[config.mk]
export PLATFORM = sky130hd
export DESIGN_NAME = alu_arbiter
export DESIGN_NICKNAME = d
export VERILOG_FILES = /design/src/rtl/alu_arbiter.sv
export SDC_FILE = /design/constraint.sdc
export NUM_CORES = 1
export LEC_CHECK = 0
export CAP_MARGIN = 10
export CORE_MARGIN = 3
export CORE_UTILIZATION = 40
export CTS_BUF_LIST = sky130_fd_sc_hd__clkbuf_2
export CTS_CLUSTER_DIAMETER = 30
export DETAILED_ROUTE_END_ITERATION = 16
export PLACE_DENSITY = 0.87
export SETUP_SLACK_MARGIN = 0.15
export SLEW_MARGIN = 10
export SYNTH_ARGS = -nofsm -noshare
export SYNTH_HDL_FRONTEND = slang
export SYNTH_SLANG_ARGS = --single-unit
[constraint.sdc]
create_clock -name i_clk -period 3.9 [get_ports i_clk]
set_input_delay 0.39 -clock i_clk [delete_from_list [all_inputs] [get_ports i_clk]]
set_output_delay 0.39 -clock i_clk [all_outputs]
set_load 0.02 [all_outputs]
[src/rtl/alu_arbiter.sv]
// Two-requester round-robin front end for a shared combinational ALU.
// Accepts one operation at a time, presents it to the ALU for one cycle and holds the response until retired.
module alu_arbiter #(
    parameter int   WIDTH   = 32,
    parameter logic RR_INIT = 1'b0
) (
    input  logic             i_clk,
    input  logic             i_rst,
    input  logic [1:0]       i_req_valid,
    output logic [1:0]       o_req_ready,
    input  logic [2:0]       i_req0_op,
    input  logic [2:0]       i_req1_op,
    input  logic [WIDTH-1:0] i_req0_a,
    input  logic [WIDTH-1:0] i_req0_b,
    input  logic [WIDTH-1:0] i_req1_a,
    input  logic [WIDTH-1:0] i_req1_b,
    output logic [2:0]       o_alu_op,
    output logic [WIDTH-1:0] o_alu_a,
    output logic [WIDTH-1:0] o_alu_b,
    input  logic             i_alu_valid,
    input  logic [WIDTH-1:0] i_alu_result,
    output logic             o_rsp_valid,
    output logic             o_rsp_id,
    output logic             o_rsp_err,
    output logic [WIDTH-1:0] o_rsp_result,
    input  logic             i_rsp_ready
);

    typedef enum logic [1:0] {
        IDLE = 2'd0,
        EXEC = 2'd1,
        RESP = 2'd2
    } state_t;

    state_t           state_q, state_d;
    logic             prio_q, prio_d;
    logic [2:0]       op_q, op_d;
    logic [WIDTH-1:0] a_q, a_d;
    logic [WIDTH-1:0] b_q, b_d;
    logic             id_q, id_d;
    logic [WIDTH-1:0] rsp_result_q, rsp_result_d;
    logic             rsp_err_q, rsp_err_d;
    logic             rsp_id_q, rsp_id_d;

    logic [2:0]       req_op [2];
    logic [WIDTH-1:0] req_a  [2];
    logic [WIDTH-1:0] req_b  [2];

    logic [1:0]       grant;
    logic             accept;
    logic             gnt_id;

    assign req_op[0] = i_req0_op;
    assign req_op[1] = i_req1_op;
    assign req_a[0]  = i_req0_a;
    assign req_a[1]  = i_req1_a;
    assign req_b[0]  = i_req0_b;
    assign req_b[1]  = i_req1_b;

    // A lone requester always wins; a tie goes to the priority pointer.
    always_comb begin
        grant = 2'b00;
        case (i_req_valid)
            2'b01:   grant = 2'b01;
            2'b10:   grant = 2'b10;
            2'b11:   grant = prio_q ? 2'b10 : 2'b01;
            default: grant = 2'b00;
        endcase
    end

    assign o_req_ready = ((state_q == IDLE) && !i_rst) ? grant : 2'b00;
    assign accept      = |(i_req_valid & o_req_ready);
    assign gnt_id      = o_req_ready[1];

    always_comb begin
        state_d      = state_q;
        prio_d       = prio_q;
        op_d         = op_q;
        a_d          = a_q;
        b_d          = b_q;
        id_d         = id_q;
        rsp_result_d = rsp_result_q;
        rsp_err_d    = rsp_err_q;
        rsp_id_d     = rsp_id_q;
        case (state_q)
            IDLE: begin
                if (accept) begin
                    op_d    = req_op[gnt_id];
                    a_d     = req_a[gnt_id];
                    b_d     = req_b[gnt_id];
                    id_d    = gnt_id;
                    prio_d  = ~gnt_id;
                    state_d = EXEC;
                end
            end
            EXEC: begin
                rsp_result_d = i_alu_result;
                rsp_err_d    = ~i_alu_valid;
                rsp_id_d     = id_q;
                state_d      = RESP;
            end
            RESP: begin
                if (i_rsp_ready) begin
                    state_d = IDLE;
                end
            end
            default: state_d = IDLE;
        endcase
    end

    always_ff @(posedge i_clk or posedge i_rst) begin
        if (i_rst) begin
            state_q      <= IDLE;
            prio_q       <= RR_INIT;
            op_q         <= 3'd0;
            a_q          <= '0;
            b_q          <= '0;
            id_q         <= 1'b0;
            rsp_result_q <= '0;
            rsp_err_q    <= 1'b0;
            rsp_id_q     <= 1'b0;
        end else begin
            state_q      <= state_d;
            prio_q       <= prio_d;
            op_q         <= op_d;
            a_q          <= a_d;
            b_q          <= b_d;
            id_q         <= id_d;
            rsp_result_q <= rsp_result_d;
            rsp_err_q    <= rsp_err_d;
            rsp_id_q     <= rsp_id_d;
        end
    end

    // The ALU sees the latched operation only while executing.
    assign o_alu_op     = (state_q == EXEC) ? op_q : 3'd0;
    assign o_alu_a      = (state_q == EXEC) ? a_q  : '0;
    assign o_alu_b      = (state_q == EXEC) ? b_q  : '0;

    assign o_rsp_valid  = (state_q == RESP);
    assign o_rsp_id     = rsp_id_q;
    assign o_rsp_err    = rsp_err_q;
    assign o_rsp_result = rsp_result_q;

endmodule

==> flow_summary.json <==
{
  "status": "completed",
  "required_ns": 3.51,
  "ff2ff_setup_slack_ns": 1.71,
  "power_density_nw_per_um2": 564.4,
  "cp-start-kind": "flip-flop",
  "synthCells": 544,
  "hold_buffers": 0,
  "cp_max_fo": 62,
  "period_needed_ns": 2.960,
  "cts_made_buffers": 9,
  "rr_endpoint": "op_q[2]$_DFFE_PP0P_",
  "synth_fa_ha_area_share_pct": 0,
  "power.total_mw": 4.502,
  "synth_nets": 716,
  "root_buffer": "clkbuf_2",
  "syn_area_um2": 5042,
  "clock_path_buffers": 2,
  "drive_gt1_share_pct": 4.804,
  "wirelength_um": 16890,
  "setup_viol": 0,
  "die-area_um2": 13990,
  "tns_ns": 0,
  "synth.distinct_cells": 21,
  "post_cts_buffers": 0,
  "worst_path_max_delay_cell": "clkdlybuf4s50_1",
  "postLayoutCoreUtil_pct": 65.60,
  "gp_congestion": 0.8097,
  "synth_compound_area_share_pct": 14.02,
  "rsz0062_at_grt": "no",
  "hold_viol": 0,
  "clkSinkCount": 105,
  "worstReg2RegStart": "state_q[1]$_DFFE_PP0P_",
  "endpoint_kind": "output pin",
  "slew_violations": 0,
  "ir_drop_uv": 342.3,
  "cp-startpoint": "state_q[0]$_DFFE_PP0P_",
  "path_clk_slew_ns": 0.30,
  "post-synth-top-area-fraction_pct": 52.11,
  "antenna_found_initial": 0,
  "p_leak_nw": 3.432,
  "fp.dieW_um": 118.3,
  "drt_pre_antenna_iters": 5,
  "synth_top_family_by_area": "simple AND/OR/NAND/NOR gates",
  "synth-simple-area-share_pct": 28.81,
  "wl_per_cell_um": 17.61,
  "core_um2": 12160,
  "ys_top_cells_by_area": "dfrtp_1, nand2_1, a221o_1, and2_1, nor3_1",
  "fin_worst_skew_ns": 0.02055,
  "worstSkewPairLatency_ns": 0.56,
  "synth_xor_area_share_pct": 0,
  "critical-path-max-stage-delay_ns": 0.62,
  "synth_top_area_cell": "dfrtp_1",
  "synth_area_per_cell_um2": 9.269,
  "rr_worst_depth": 4,
  "grt-ovfl-total": 0,
  "ys.flop_type": "dfrtp_1",
  "synth-seq-cells": 105,
  "fp-row-count": 40,
  "period_share_pct": 75.89,
  "tightest_slew_ns": 0.7527,
  "synth_edf_count": 0,
  "vias": 5044,
  "cts_resized": 0,
  "muxShareOfSynthArea_pct": 0,
  "area_growth_syn_to_layout_pct": 58.21,
  "synth-async-reset-ratio_pct": 100.0,
  "grt_usage_pct": 24.03,
  "grt_pass1_wl_um": 27300,
  "max_slew_margin_pct": 49.82,
  "initial_utilization_pct": 41.46,
  "via_per_inst": 5.260,
  "n_antenna_cell": 0,
  "drtIter0Drc": 329,
  "fin_nets": 958,
  "htree_levels": 3,
  "remaining_drc_errors": 0,
  "dpl.hpwl_um": 12240,
  "hp-class": "in2async",
  "cts_tree": "done",
  "ant_nets": 0,
  "pin_count": 276,
  "seq_area_frac_synth_pct": 52.11,
  "crit_chain": "nor2b_4 -> buf_4 -> and2_1 -> clkdlybuf4s50_1",
  "numPortBuffers": 275,
  "grt_max_degree": 69,
  "crit_type": "reg2out",
  "die_h_um": 118.3,
  "grt_pass1_vias": 5235,
  "max_freq_mhz": 337.9,
  "arrival_ns": 2.57,
  "worstSetupEndpoint": "o_alu_b[10]",
  "cap_violations": 0,
  "yosysWarnings": 0
}
flip-flops by register name, summed over array words and instances (netlist names):
register / count
a_q: 32
b_q: 32
o_rsp_id: 1
id_q: 1
o_rsp_err: 1
op_q: 3
o_rsp_result: 32
state_q: 2
prio_q: 1
how the worst min path moves through the flow:
stage,slack [ns],start,cells past startpoint,to
2_1_floorplan,0.44,id_q$_DFFE_PP0P_,2,o_rsp_id$_DFFE_PP0N_
3_3_place_gp,0.46,o_rsp_result[26]$_DFFE_PP0N_,2,o_rsp_result[26]$_DFFE_PP0N_
3_5_place_dp,0.46,o_rsp_result[15]$_DFFE_PP0N_,2,o_rsp_result[15]$_DFFE_PP0N_
4_1_cts,0.26,i_alu_result[10],3,o_rsp_result[10]$_DFFE_PP0N_
5_1_grt,0.25,i_alu_result[3],3,o_rsp_result[3]$_DFFE_PP0N_
6_report,0.30,i_rst,2,b_q[2]$_DFFE_PP0P_
per-stage QoR:
stage	std cells	hold slack, ns	cell area [µm²]	setup WS, ns
after floorplan	544	0.4395	5042	0.7495
after global placement	943	0.4558	7863	1.325
after detailed placement	943	0.4610	7863	1.333
after CTS	959	0.2582	7978	0.8800
after global routing	959	0.2525	7978	0.7328
final	959	0.2973	7978	0.9404
kinds of logic (layout without fill, tap and decap cells):
kind of cell / count (synthesis) / count (layout)
DFF: 105 / 105
AOI/OAI and AO/OA: 72 / 72
and+or+nand+nor: 310 / 310
buffers and inverters: 57 / 304
critical path: cells and delay by family (launching register included):
kind | cells | cell delay [ns]
buffers and inverters | 2 | 1.08
DFF | 1 | 0.51
and+or+nand+nor | 2 | 0.40
where the power goes:
part           internal (mW)  leakage [nW]  switching [mW]
sequential              1.59          1.30           0.280
combinational           1.07          2.07            1.04
clock                  0.147        0.0636           0.371
total                   2.81          3.43            1.69
final cells by class:
cell class                      instances  area, µm²
Multi-Input combinational cell        382       2188
Sequential cell                       105       2628
Clock buffer                            9      45.04
Fill cell                             985       4184
Tap cell                              168      210.2
Clock inverter                          7      70.07
Timing Repair Buffer                  285       2823
Inverter                                3      13.76
Yosys cell counts, types with 2 or more instances:
cell type,instances
nand2_1,168
nor3_1,67
o21ai_0,2
buf_6,4
a21o_1,2
a221o_2,5
inv_1,3
nor2b_1,2
and2_1,67
a221o_1,62
buf_2,9
dfrtp_1,105
clkbuf_1,40
cells in the final DEF, fill, tap and decap left out, drive strengths merged:
cell type / instances
clkdlybuf4s50: 274
clkbuf: 9
or2b: 1
or3: 1
nand2: 168
and2: 67
inv: 4
clkinvlp: 2
nand2b: 1
a221o: 67
o21ai: 3
nor2b: 2
buf: 11
bufinv: 1
and3: 1
clkinv: 3
a21o: 2
nor3: 68
dfrtp: 105
nor3b: 1
per-layer routing:
| layer | global-route usage, % | up-vias | part of all wire (%) |
|---|---|---|---|
| li1 | - | 2354 | - |
| met1 | 29.03 | 2427 | 39 |
| met3 | 6.555 | 34 | 7.8 |
| met2 | 41.34 | 229 | 50 |
| met4 | 8.278 | 0 | 2.9 |
| met5 | 0 | - | 0 |
No activity file was read; power rests on OpenSTA's default activity.
